==> config.mk <==
export PLATFORM = sky130hd
export DESIGN_NAME = mem_port_arbiter
export DESIGN_NICKNAME = d
export VERILOG_FILES = /design/src/rtl/mem_port_arbiter.sv
export SDC_FILE = /design/constraint.sdc
export NUM_CORES = 1
export LEC_CHECK = 0
export ABC_AREA = 0
export CORE_UTILIZATION = 25
export DETAILED_ROUTE_END_ITERATION = 12
export GPL_TIMING_DRIVEN = 0
export PLACE_DENSITY_LB_ADDON = 0.08
export SETUP_SLACK_MARGIN = 0.5
export SLEW_MARGIN = 25
export SYNTH_ARGS = -nofsm -noshare
export SYNTH_HDL_FRONTEND = slang
export SYNTH_SLANG_ARGS = --single-unit
==> constraint.sdc <==
create_clock -name CLK -period 2.7 [get_ports CLK]
set_input_delay 0.405 -clock CLK [delete_from_list [all_inputs] [get_ports CLK]]
set_output_delay 0.405 -clock CLK [all_outputs]
set_load 0.01 [all_outputs]
==> src/rtl/mem_port_arbiter.sv <==
// rtl/mem_port_arbiter.sv - single-port memory arbiter between instruction fetch and data access
// Round-robin on ties, registered request capture, optional access timeout with sticky err.
module mem_port_arbiter #(
   parameter int              AW       = 32,
   parameter int              DW       = 32,
   parameter int              TIMEOUT  = 16,
   parameter logic [DW-1:0]   ERR_DATA = DW'(32'hDEADBEEF)
) (
   input  logic          CLK,
   input  logic          RST,
   input  logic          if_req,
   input  logic [AW-1:0] if_addr,
   output logic [DW-1:0] if_rdata,
   output logic          if_done,
   input  logic          dm_req,
   input  logic          dm_we,
   input  logic [AW-1:0] dm_addr,
   input  logic [DW-1:0] dm_wdata,
   output logic [DW-1:0] dm_rdata,
   output logic          dm_done,
   output logic          mem_valid,
   output logic          mem_we,
   output logic [AW-1:0] mem_addr,
   output logic [DW-1:0] mem_wdata,
   input  logic [DW-1:0] mem_rdata,
   input  logic          mem_ready,
   output logic          stall,
   output logic          err
);

   localparam int            CW      = (TIMEOUT > 0) ? $clog2(TIMEOUT + 1) : 1;
   localparam logic [CW-1:0] TO_LAST = CW'((TIMEOUT > 0) ? TIMEOUT - 1 : 0);

   typedef enum logic [1:0] {S_IDLE, S_ACCESS, S_RESP} state_t;

   state_t        state, state_nx;
   logic          gnt_d;
   logic          last_d;
   logic          we_r;
   logic [AW-1:0] addr_r;
   logic [DW-1:0] wdata_r;
   logic [CW-1:0] cnt;

   logic          grant;
   logic          grant_sel_d;
   logic          complete;
   logic          timed_out;

   always_ff @(posedge CLK) begin
      if (RST) state <= S_IDLE;
      else     state <= state_nx;
   end

   always_comb begin
      state_nx    = state;
      grant       = 1'b0;
      grant_sel_d = 1'b0;
      complete    = 1'b0;
      timed_out   = 1'b0;
      case (state)
         S_IDLE: begin
            if (if_req || dm_req) begin
               grant = 1'b1;
               // On a tie the port that did not win last time gets the memory.
               grant_sel_d = dm_req && (!if_req || !last_d);
               state_nx    = S_ACCESS;
            end
         end
         S_ACCESS: begin
            if (mem_ready) begin
               complete = 1'b1;
               state_nx = S_RESP;
            end else if (TIMEOUT != 0 && cnt == TO_LAST) begin
               timed_out = 1'b1;
               state_nx  = S_RESP;
            end
         end
         S_RESP:  state_nx = S_IDLE;
         default: state_nx = S_IDLE;
      endcase
   end

   always_ff @(posedge CLK) begin
      if (RST) begin
         gnt_d    <= 1'b0;
         last_d   <= 1'b0;
         we_r     <= 1'b0;
         addr_r   <= '0;
         wdata_r  <= '0;
         cnt      <= '0;
         if_rdata <= '0;
         dm_rdata <= '0;
         err      <= 1'b0;
      end else begin
         if (grant) begin
            gnt_d   <= grant_sel_d;
            last_d  <= grant_sel_d;
            we_r    <= grant_sel_d & dm_we;
            addr_r  <= grant_sel_d ? dm_addr : if_addr;
            wdata_r <= grant_sel_d ? dm_wdata : '0;
            cnt     <= '0;
         end else if (state == S_ACCESS && !complete && !timed_out && cnt != {CW{1'b1}}) begin
            cnt <= cnt + 1'b1;
         end

         if (complete || timed_out) begin
            if (gnt_d) begin
               if (!we_r) dm_rdata <= complete ? mem_rdata : ERR_DATA;
            end else begin
               if_rdata <= complete ? mem_rdata : ERR_DATA;
            end
         end

         if (timed_out) err <= 1'b1;
      end
   end

   assign mem_valid = (state == S_ACCESS);
   assign mem_we    = mem_valid & we_r;
   assign mem_addr  = addr_r;
   assign mem_wdata = wdata_r;
   assign if_done   = (state == S_RESP) & ~gnt_d;
   assign dm_done   = (state == S_RESP) &  gnt_d;
   assign stall     = (if_req & ~if_done) | (dm_req & ~dm_done);

endmodule

==> Word-level counts from Yosys, hierarchy flattened <==
Cells that the tools add are included.
Widths: inputs -> output; s select.
{ "totals": {"elab_cells": 59, "register_bits": 138, "in_bits": 134, "output_inout_bits": 134} }
{ "classes": {"add_sub_neg": 1, "n_bitwise": 11, "eq_ne": 6, "mux": 16, "n_reduce_logical": 16} }
{ "ops": {"columns": ["cell", "count"], "rows": [
  ["$mux 32", 3],
  ["$mux 1", 9],
  ["$and 1x1->1", 6],
  ["$mux 2", 3],
  ["$add 5x1->5 const B", 1],
  ["$eq 5x4->1 const B", 1],
  ["$ne 5x5->1 const B", 1],
  ["$logic_and 1x1->1", 4],
  ["$logic_not 1->1", 4],
  ["$not 1->1", 4],
  ["$pmux 2 s2", 1],
  ["$reduce_and 2->1", 2],
  ["$logic_or 1x1->1", 3],
  ["$ne 3x1->1 const B", 1],
  ["$reduce_and 3->1", 1],
  ["$eq 2x1->1 const B", 1],
  ["$eq 2x2->1 const B", 1],
  ["$logic_not 2->1", 1],
  ["$ne 2x2->1 const B", 1],
  ["$reduce_or 2->1", 1],
  ["$or 1x1->1", 1]
]} }

==> Depth between registers and ports, before layout <==
{ "depth": {"ltp_word": 7, "ltp_mapped": 8, "depth_no_buf": 6} }

==> Worst setup path after synthesis <==
No wires, ideal clock.
{ "synth_path": {"path_type": "flip-flop to flip-flop", "from": "register cnt[0]", "to": "register cnt[3]", "slack_ps": 767, "required_ps": 2630, "setup_time_ps": 70, "path_stages_with_launch": 7, "arrival_time_ps": 1863, "period_less_slack_ps": 1933, "n_path_buf": 0, "path_cell_list": "dfxtp_1 > ha_1 > and3_1 > ha_1 > or3_1 > or4_1 > a21oi_1"} }
{ "synth_between": {"elab_chain_len": 7, "elab_cells_between_ends": 9, "classes_between": "add/sub (1); eq/ne (2); mux (3); reduce/logical (3)"} }
{ "synth_rtl": {"columns": ["item", "line_no", "text"], "rows": [
  ["start, declared", "42", "logic [CW-1:0] cnt;"],
  ["start signal, assigned", "103", "cnt <= cnt + 1'b1;"],
  ["$eq 5x4->1", "73", "end else if (TIMEOUT != 0 && cnt == TO_LAST) begin"],
  ["$mux 1", "73", null],
  ["$mux 1", "70", "if (mem_ready) begin"],
  ["$mux 1", "60", "case (state)"],
  ["$logic_not 1->1", "102", "end else if (state == S_ACCESS && !complete && !timed_out && cnt != {CW{1'b1}}) begin"],
  ["$logic_and 1x1->1 (2 in a row)", "102", null]
]} }
Parallel ways exist; a longest one is shown, timed or not.
A chain may end at the register's enable or synchronous reset.

==> Worst setup path after layout <==
Same ends and word-level chain as after synthesis.

==> results.json <==
{
  "drt_wl_total_um": 17200,
  "cts_sinks": 138,
  "rsz0062_at_grt": "no",
  "final.setup_skew_ps": 5.45,
  "finalMaxSlewViolations": 0,
  "drc": 0,
  "final_area_um2": 8780,
  "drive_gt1_share_pct": 9.71,
  "finalSetupViolations": 0,
  "worst_ep_arrival_time_ps": 2440,
  "via_per_inst": 4.62,
  "regArea_um2": 2760,
  "port_buffers": 266,
  "relSlewSlack_pct": 62.7,
  "crit_cells": 6,
  "syn_inst": 485,
  "cts_buffers": 17,
  "ys_seq_area_share_pct": 53.6,
  "die-height_um": 146,
  "powerDensity_nw_per_um2": 626,
  "min-delay-start": "RST",
  "worst_pin_slew_ps": 559,
  "min_path_type": "in2reg",
  "max_freq_mhz": 476,
  "synth-async-reset-ratio_pct": 0,
  "io_pins": 268,
  "clk_pin_slew_worst_paths_ps": 60,
  "core_area_um2": 20200,
  "drv_cap": 0,
  "ir_drop_mv": 0.399,
  "synth_edf_count": 0,
  "vias": 4865,
  "gp_congestion": 0.774,
  "startpoint_type": "flop",
  "path_class": "reg2reg",
  "r2r-start": "cnt[0]",
  "die_x_um": 146,
  "core.rowCount": 52,
  "h-tree-depth": 4,
  "status": "finished clean",
  "cp_max_fo": 4,
  "hpwl_um": 12900,
  "nNetsFinal": 907,
  "antenna_found_initial": 0,
  "final_core_util_pct": 43.4,
  "grt-ovfl-total": 0,
  "max_stage_delay_ps": 480,
  "hold_path_end": "if_rdata[0]",
  "root_buffer": "clkbuf_16",
  "area_growth_pct": 70.1,
  "synthFlopType": "dfxtp_1",
  "cpMaxStageDelayCell": "or4_1",
  "r2r_slack_ps": 600,
  "cts_tree": "done",
  "p_leak_nw": 3.31,
  "crit_family": "simple AND/OR/NAND/NOR gates",
  "end_kind": "flop",
  "grt_pass1_wl_um": 26800,
  "yosysUniqueCellTypes": 46,
  "period_needed_ps": 2100,
  "syn-num-nets": 622,
  "wl_per_cell_um": 16.3,
  "crit_buf_inv": 0,
  "syn_area_um2": 5160,
  "nFillCells": 1940,
  "first_global_vias": 4930,
  "die_area_um2": 21200,
  "ys_ff_latch": 138,
  "dpl_cell_area_um2": 8160,
  "dr.pass1.iters": 4,
  "reg2regPathDepth": 6,
  "fin_crit_sh_pct": 77.7,
  "grt_usage_pct": 16.1,
  "ys_warn_count": 0,
  "finalSetupTns_ps": 0,
  "worstPathCellList": "ha_1, and3_1, ha_2, or3_1, or4_1, a21oi_1",
  "initial_core_util_pct": 25.5,
  "cts_max_path_buffers": 2,
  "min_delay_path_depth": 2,
  "cts_setup_buffers": 0,
  "grt_start_max_net_pins": 17,
  "multi_input_area_um2": 2150,
  "crit_required_ps": 3040,
  "synth_area_per_cell_um2": 10.6,
  "hold_viol_final": 0,
  "worst_skew_pair.late_latency_ps": 420,
  "drtIter0Drc": 162,
  "r2r_end": "cnt[3]",
  "postRouteAntennaNets": 0,
  "antenna_cells": 0
}
## power breakdown
part / total, mW / switching [mW] / internal (mW)
Combinational: 0.919 / 0.398 / 0.521
Sequential: 2.23 / 0.0701 / 2.16
Clock: 2.34 / 0.924 / 1.41
Total: 5.49 / 1.39 / 4.10
## stage by stage
step | setup slack, ps | hold slack (ps) | power (mW) | std cells
finish | 601 | 339 | 5.49 | 1053
global route | 500 | 344 | 5.73 | 1053
CTS | 505 | 324 | 5.57 | 1053
detailed placement | 542 | 445 | 3.20 | 1021
global placement | 553 | 443 | 3.20 | 1021
floorplan | 767 | 448 | 2.64 | 485
## repair_timing
action	in CTS	in global routing
resized for setup	3	9
setup endpoints to repair	3	37
hold buffers	0	0
## synthesized netlist by cell type, types with 2 or more instances
library cell / n / share of area, %
a22o_1: 33 / 5.6
nor3_1: 25 / 2.4
nor2_1: 27 / 2.0
dfxtp_1: 138 / 54
nand2_1: 8 / 0.58
inv_2: 2 / 0.15
buf_2: 24 / 2.3
buf_4: 7 / 1.0
o2bb2ai_1: 32 / 5.4
nor2_2: 2 / 0.24
o221a_1: 24 / 5.2
or2_1: 2 / 0.24
o21ai_1: 9 / 0.87
or4_1: 3 / 0.44
mux2i_1: 33 / 6.4
clkbuf_1: 15 / 1.1
inv_1: 4 / 0.29
ha_1: 3 / 0.73
nand2b_1: 2 / 0.24
nand3_1: 10 / 0.97
and3_1: 2 / 0.24
o31ai_1: 12 / 1.7
a21oi_1: 45 / 4.4
## placed cells by master, fill, tap and decap left out, types with 4 or more instances in the layout
| master | n |
|---|---|
| clkdlybuf4s50_1 | 261 |
| dfxtp_1 | 138 |
| a21oi_1 | 45 |
| mux2i_1 | 33 |
| a22o_1 | 33 |
| o2bb2ai_1 | 32 |
| nor2_1 | 27 |
| nor3_1 | 25 |
| buf_2 | 24 |
| o221a_1 | 24 |
| clkbuf_16 | 17 |
| clkbuf_1 | 15 |
| o31ai_1 | 12 |
| nand3_1 | 10 |
| o21ai_1 | 9 |
| nand2_1 | 8 |
| buf_4 | 7 |
| inv_1 | 4 |
| clkinvlp_4 | 4 |
## layout make-up
cell class,instances,share of cell area (%)
clock buffer,19,5.16
buffer,48,2.82
inverter,6,0.257
tap,270,3.85
timing repair buffer,266,30.3
multi-input combinational,293,24.4
clock inverter,13,1.64
sequential,138,31.5
## logic make-up (layout without fill, tap and decap cells)
kind of cell    Yosys count  count (layout)  share of synthesized area [%]
mux                      33              33                           6.40
fa+ha+maj                 3               3                          0.728
compound gates          162             162                           24.3
flops                   138             138                           53.6
simple gates             95              95                           9.87
buf+inv                  54             352                           5.17
## how the worst max path moves through the flow
stage | start | end | slack (ps)
final | cnt[0] | cnt[3] | 600
after global routing | cnt[0] | if_rdata[30] | 500
after CTS | state[0] | dm_done | 500
after detailed placement | mem_ready | if_rdata[27] | 540
after global placement | mem_ready | if_rdata[23] | 550
after floorplan | cnt[0] | cnt[3] | 770
## sequential cells by signal, indices dropped and copies added (netlist names)
register	cells
last_d	1
mem_addr	32
err	1
cnt	5
dm_rdata	32
mem_wdata	32
state	2
we_r	1
if_rdata	32
## layer usage
layer  global-route usage, %  part of all wire (%)
met1                    19.5                    43
met2                    25.7                    46
met3                    6.46                   8.8
met4                    5.79                   1.7
met5                       0                     0
No activity file was read; power rests on OpenSTA's default activity.
